==> src/rtl/qpsk_seq_ctrl_if.sv <==
// Control/status bundle between the QPSK run-phase sequencer and its neighbours.
// The slave side is the sequencer; the master side is the board/test driver.
interface qpsk_seq_ctrl_if #(
    parameter int OVERSAMP = 4
);
    localparam int PH_W = $clog2(OVERSAMP);

    logic            i_sw;
    logic            i_syn_lock;
    logic [PH_W-1:0] o_phase;
    logic            o_sym_en;
    logic            o_lms_en;
    logic            o_syn_en;
    logic            o_cnt_en;
    logic [2:0]      o_state;
    logic            o_done;
    logic            o_fail;
    logic [7:0]      o_resync_cnt;

    modport slave (
        input  i_sw, i_syn_lock,
        output o_phase, o_sym_en, o_lms_en, o_syn_en, o_cnt_en,
               o_state, o_done, o_fail, o_resync_cnt
    );

    modport master (
        output i_sw, i_syn_lock,
        input  o_phase, o_sym_en, o_lms_en, o_syn_en, o_cnt_en,
               o_state, o_done, o_fail, o_resync_cnt
    );
endinterface

==> src/rtl/qpsk_seq_ctrl.sv <==
// QPSK run-phase sequencer: oversampling phase/strobe generation and the
// converge -> sync -> count -> done/fail gating of the LMS and BER blocks.
module qpsk_seq_ctrl #(
    parameter int OVERSAMP  = 4,
    parameter int CONV_SYMB = 352590,
    parameter int SYNC_TMO  = 261121,
    parameter int CNT_SYMB  = 261121,
    parameter int NB_CNT    = 24
) (
    input  logic             clk,
    input  logic             i_reset,
    qpsk_seq_ctrl_if.slave   bus
);
    localparam int PH_W = $clog2(OVERSAMP);
    localparam logic [PH_W-1:0]   PH_LAST   = PH_W'(OVERSAMP - 1);
    localparam logic [NB_CNT-1:0] CONV_LAST = NB_CNT'(CONV_SYMB - 1);
    localparam logic [NB_CNT-1:0] SYNC_LAST = NB_CNT'(SYNC_TMO - 1);
    localparam logic [NB_CNT-1:0] CNT_LAST  = NB_CNT'(CNT_SYMB - 1);

    typedef enum logic [2:0] {
        IDLE     = 3'd0,
        CONVERGE = 3'd1,
        SYNC     = 3'd2,
        COUNT    = 3'd3,
        DONE     = 3'd4,
        FAIL     = 3'd5
    } state_t;

    state_t            state_q, state_d;
    logic              run_q, run_d;
    logic [PH_W-1:0]   phase_q, phase_d;
    logic [NB_CNT-1:0] symCnt_q, symCnt_d;
    logic [7:0]        resyncCnt_q, resyncCnt_d;
    logic              symEn;

    assign symEn = run_q && (phase_q == '0);

    always_ff @(posedge clk) begin
        if (!i_reset) begin
            state_q     <= IDLE;
            run_q       <= 1'b0;
            phase_q     <= '0;
            symCnt_q    <= '0;
            resyncCnt_q <= '0;
        end else begin
            state_q     <= state_d;
            run_q       <= run_d;
            phase_q     <= phase_d;
            symCnt_q    <= symCnt_d;
            resyncCnt_q <= resyncCnt_d;
        end
    end

    always_comb begin
        state_d     = state_q;
        run_d       = bus.i_sw;
        phase_d     = '0;
        symCnt_d    = symCnt_q;
        resyncCnt_d = resyncCnt_q;

        if (run_q) begin
            phase_d = (phase_q == PH_LAST) ? '0 : phase_q + PH_W'(1);
        end

        // Lock level is only trusted on strobe cycles; between strobes nothing moves.
        if (symEn) begin
            symCnt_d = symCnt_q + NB_CNT'(1);
            case (state_q)
                IDLE: begin
                    state_d     = CONVERGE;
                    resyncCnt_d = '0;
                end
                CONVERGE: begin
                    if (symCnt_q == CONV_LAST) state_d = SYNC;
                end
                SYNC: begin
                    if (bus.i_syn_lock)              state_d = COUNT;
                    else if (symCnt_q == SYNC_LAST)  state_d = FAIL;
                end
                COUNT: begin
                    if (!bus.i_syn_lock) begin
                        state_d = SYNC;
                        if (resyncCnt_q != 8'hFF) resyncCnt_d = resyncCnt_q + 8'd1;
                    end else if (symCnt_q == CNT_LAST) begin
                        state_d = DONE;
                    end
                end
                default: state_d = state_q;
            endcase
        end

        if (state_d != state_q) symCnt_d = '0;

        // Abort wins over any transition but leaves the resync history intact.
        if (!bus.i_sw) begin
            state_d     = IDLE;
            run_d       = 1'b0;
            phase_d     = '0;
            symCnt_d    = '0;
            resyncCnt_d = resyncCnt_q;
        end
    end

    assign bus.o_phase      = phase_q;
    assign bus.o_sym_en     = symEn;
    assign bus.o_lms_en     = (state_q == CONVERGE) || (state_q == SYNC) ||
                              (state_q == COUNT)    || (state_q == DONE);
    assign bus.o_syn_en     = (state_q == SYNC);
    assign bus.o_cnt_en     = (state_q == COUNT);
    assign bus.o_state      = state_q;
    assign bus.o_done       = (state_q == DONE);
    assign bus.o_fail       = (state_q == FAIL);
    assign bus.o_resync_cnt = resyncCnt_q;
endmodule
==> src/flat_wrapper.sv <==
// flat-port wrapper written by rule: the top's interface ports become plain ports
module qpsk_seq_ctrl_flat 
#(
    parameter int OVERSAMP  = 4,
    parameter int CONV_SYMB = 352590,
    parameter int SYNC_TMO  = 261121,
    parameter int CNT_SYMB  = 261121,
    parameter int NB_CNT    = 24
)
  (clk, i_reset, bus_i_sw, bus_i_syn_lock, bus_o_phase, bus_o_sym_en, bus_o_lms_en, bus_o_syn_en, bus_o_cnt_en, bus_o_state, bus_o_done, bus_o_fail, bus_o_resync_cnt);
  qpsk_seq_ctrl_if #(.OVERSAMP(OVERSAMP)) bus_i ();
  input  logic clk;
  input  logic i_reset;
  input wire logic [$bits(bus_i.i_sw)-1:0] bus_i_sw;
  input wire logic [$bits(bus_i.i_syn_lock)-1:0] bus_i_syn_lock;
  output wire logic [$bits(bus_i.o_phase)-1:0] bus_o_phase;
  output wire logic [$bits(bus_i.o_sym_en)-1:0] bus_o_sym_en;
  output wire logic [$bits(bus_i.o_lms_en)-1:0] bus_o_lms_en;
  output wire logic [$bits(bus_i.o_syn_en)-1:0] bus_o_syn_en;
  output wire logic [$bits(bus_i.o_cnt_en)-1:0] bus_o_cnt_en;
  output wire logic [$bits(bus_i.o_state)-1:0] bus_o_state;
  output wire logic [$bits(bus_i.o_done)-1:0] bus_o_done;
  output wire logic [$bits(bus_i.o_fail)-1:0] bus_o_fail;
  output wire logic [$bits(bus_i.o_resync_cnt)-1:0] bus_o_resync_cnt;
  assign bus_i.i_sw = bus_i_sw;
  assign bus_i.i_syn_lock = bus_i_syn_lock;
  assign bus_o_phase = bus_i.o_phase;
  assign bus_o_sym_en = bus_i.o_sym_en;
  assign bus_o_lms_en = bus_i.o_lms_en;
  assign bus_o_syn_en = bus_i.o_syn_en;
  assign bus_o_cnt_en = bus_i.o_cnt_en;
  assign bus_o_state = bus_i.o_state;
  assign bus_o_done = bus_i.o_done;
  assign bus_o_fail = bus_i.o_fail;
  assign bus_o_resync_cnt = bus_i.o_resync_cnt;
  qpsk_seq_ctrl #(.OVERSAMP(OVERSAMP), .CONV_SYMB(CONV_SYMB), .SYNC_TMO(SYNC_TMO), .CNT_SYMB(CNT_SYMB), .NB_CNT(NB_CNT)) u_core (.clk(clk), .i_reset(i_reset), .bus(bus_i));
endmodule
==> config.mk <==
export PLATFORM = sky130hd
export DESIGN_NAME = qpsk_seq_ctrl_flat
export DESIGN_NICKNAME = d
export VERILOG_FILES = /design/src/rtl/qpsk_seq_ctrl_if.sv /design/src/rtl/qpsk_seq_ctrl.sv /design/src/flat_wrapper.sv
export SDC_FILE = /design/constraint.sdc
export NUM_CORES = 1
export LEC_CHECK = 0
export ABC_AREA = 1
export CAP_MARGIN = 40
export CORE_MARGIN = 4
export CORE_UTILIZATION = 56
export DETAILED_ROUTE_END_ITERATION = 10
export PLACE_DENSITY = 0.84
export SETUP_SLACK_MARGIN = 0.4
export SLEW_MARGIN = 10
export SYNTH_ARGS = -nofsm -noshare
export SYNTH_HDL_FRONTEND = slang
export SYNTH_SLANG_ARGS = --single-unit
==> constraint.sdc <==
create_clock -name clk -period 2.34 [get_ports clk]
set_input_delay 0.468 -clock clk [delete_from_list [all_inputs] [get_ports clk]]
set_output_delay 0.468 -clock clk [all_outputs]
set_load 0.01 [all_outputs]
==> key figures <==
Synthesis
  • Post-synth EDFFs: 0
  • Top post-synthesis cells by area: dfxtp_1 34%, nand2_1 11%, inv_1 7.5%
  • Yosys top cell area share: 33.8%
  • Synthesized area per cell: 7.04 µm²
  • Synthesized instance count: 320
  • Top cells by count, synth: 67 x nand2_1, 45 x inv_1, 41 x nor2_1
  • Register area share after synthesis: between 30 and 40%
  • Synth cell types: 26
  • Area leader, netlist: dfxtp_1
  • Post-synthesis async set-or-reset flop share: 0%
  • Synth warn: 0
  • Syn_nets: 330
  • Most common cell in the netlist: nand2_1
  • Top_reg_cell synth: dfxtp_1
  • Mapped Area: 2250 µm²
  • Yosys reg bits: 38

Setup path
  • Worst path slowest cell: dfxtp_2
  • CP cell instances: inv_2 -> ha_4 -> inv_2 -> nor2_2 -> nand2_1 -> nor2_2 -> nand3_2 -> nor3_1 -> nor2_1 -> nand2_1 -> inv_2 -> nand2_4 -> clkbuf_16 -> nor2_2
  • RR Startpoint: u_core.symCnt_q[1]
  • Arrival @ worst endpoint: 2.06 ns
  • Largest stage delay on the critical path: 0.34 ns
  • Worst-path fanout max: 6
  • Critical Path RT: between 2 and 3 ns
  • Crit. Startpoint: u_core.symCnt_q[1]
  • Worst setup SP type: register
  • Setup CP Type: reg2reg
  • Critical path endpoint category: register

STA
  • Final setup fails: 0
  • Setup WS post-layout: 0.460 ns
  • FMAX: ~530 MHz
  • Max Transition Viols Final: 0
  • Max-slew headroom: between 80 and 90%
  • Slew @ Worst Pin: roughly 0.25 ns
  • Final period utilization: 80.3%
  • Fin crit period: roughly 1.9 ns
  • Unrepaired setup endpoints after global routing: true
  • Fin. Hold Viols: 0
  • Setup TNS: 0 ns
  • Clk_skew: ~0.0095 ns

Place
  • Post-detail-place hpwl: 3220 µm
  • Post-DP Area: 2500 µm²
  • Port bufs: 22
  • Place WS: about 0.24 ns
  • GPL Wtd Cong: slightly below 0.9
  • Placed instance count: 387

Detailed routing
  • DR WL/cell: 12.0 µm
  • Residual DRC: 0
  • Routed Antenna Nets: 0
  • Metal3 WL: 204 µm
  • DR WL met2: 2400 µm
  • Top routing layer used: met4
  • First-pass detailed-route iteration total: 4
  • Via density per instance: 5.01
  • Routed via count: 2031
  • DRT met1 WL: 2210 µm
  • Initial drt markers: 144
  • Routed WL: 4870 µm

Clock tree
  • CTS tree: built
  • Max H-tree Level: 2
  • Clk_lat worst skew: 0.29 ns
  • Sink Count: 38
  • Total CTS buffers: 5
  • CTS root buffer: clkbuf_8
  • Hold buffers post-CTS: 0
  • Worst-path clk slew: 0.08 ns
  • Max Buffers Root-to-Sink: 2

Final layout
  • ANT cells: 0
  • Final Cell Area: 2810 µm²
  • Fill cells: ~270
  • Synth-to-Final Area Change: 24.7%
  • Cell Count, Final, Fillers Out: 405
  • Share of cells above drive strength 1: a little under a quarter
  • # nets final: 366
  • Final Util: 74.5%

Die
  • Die Width: 71.4 µm
  • Die height: 71.4 µm
  • Core area: 3770 µm²
  • IO Count: 23
  • FP Rows: 22
  • Initial core utilization: 59.8%
  • Die area: 5100 µm²

Power
  • Maximum VDD drop: around 0.32 mV
  • Leak pwr: roughly 1.1 nW
  • PD cells: 464 nW/µm²

Global routing
  • Vias in the first global route: 1849
  • Total Routing Usage GR: 18.1%
  • Antenna violations before repair: 0
  • First-pass GRT wire length: 7650 µm
  • GRT overflow: 0
  • Largest net degree at the start of global routing: 25

Run status
  • Outcome: completed

Hold path
  • Hold Path Origin: u_core.bus.o_phase[0]
  • Worst min path class: reg2reg

Job
  • MaxCap Viol Count: 0
worst max-delay path, delay by kind of cell (launching register included):
kind | cells | cell delay, ns
adder cells (fa/ha/maj) | 1 | 0.14
buffers and inverters | 4 | 0.34
flip-flops | 1 | 0.34
AND/OR/NAND/NOR | 9 | 0.96
layout by cell type, fill, tap and decap left out, types with 3 or more instances in the layout:
master,instances
dlygate4sd2_1,4
nor2_1,38
clkdlybuf4s50_1,16
ha_1,4
inv_1,41
nor3_1,6
o21ai_0,7
dfxtp_1,33
nand4_1,6
clkbuf_8,5
nand3_1,10
dfxtp_4,3
xnor2_1,5
nor2_2,25
a21oi_1,10
buf_4,7
nand2_2,7
nand2_1,66
xor2_1,15
nor2_4,7
nand3_2,4
inv_2,9
per-stage QoR:
stage | total power [mW] | hold slack [ns]
2_1_floorplan | 0.731 | 0.449
3_3_place_gp | 0.752 | 0.462
3_5_place_dp | 0.753 | 0.468
4_1_cts | 1.29 | 0.440
5_1_grt | 1.35 | 0.464
6_report | 1.30 | 0.436
final timing paths:
kind	to	slack, ns	cells past startpoint
max	u_core.symCnt_q[21]	0.46	14
min	u_core.bus.o_phase[0]	0.44	1
max reg2reg	u_core.symCnt_q[21]	0.46	14
min reg2reg	u_core.bus.o_phase[0]	0.44	1
state kept, by name, indices dropped and copies added (netlist names):
signal and flops:
u_core.symCnt_q 24, u_core.bus.o_resync_cnt 8, u_core.bus.o_state 3, u_core.bus.o_phase 2
u_core.run_q 1
routing by layer:
metal,GRT usage (%),vias up
li1,-,1054
met1,23.7,932
met2,29.6,39
met3,5.75,6
met4,3.34,0
met5,0,-
timing repair:
action / in CTS / in global routing
pin swaps: 1 / 9
resized for setup: 13 / 23
hold endpoints to repair: 0 / 0
buffers inserted: 1 / 6
gates cloned: 0 / 3
endpoints found under the setup margin: 6 / 33
logic make-up (layout without fill, tap and decap cells):
kind of cell | Yosys count | in the layout | synth area share [%]
flip-flops | 38 | 38 | 33.8
AND/OR/NAND/NOR | 175 | 175 | 37.7
adder cells (fa/ha/maj) | 6 | 6 | 3.33
buffers and inverters | 56 | 93 | 11.1
AO/OA/AOI/OAI | 22 | 22 | 5.16
XOR/XNOR | 23 | 23 | 8.94
final cells by class:
class,count,area (µm²),area share (%)
tap,48,60.1,2.14
inverter,52,200,7.12
clock buffer,7,76.3,2.72
timing repair buffer,33,352,12.5
multi-input combinational,226,1320,46.9
clock inverter,1,30.0,1.07
sequential,38,774,27.6
where the power goes:
group	total (mW)	switching, mW	internal (mW)
Combinational	0.104	0.0583	0.0455
Clock	0.545	0.226	0.319
Sequential	0.656	0.00681	0.649
Total	1.30	0.291	1.01
Power figures use the tool's default switching activity.
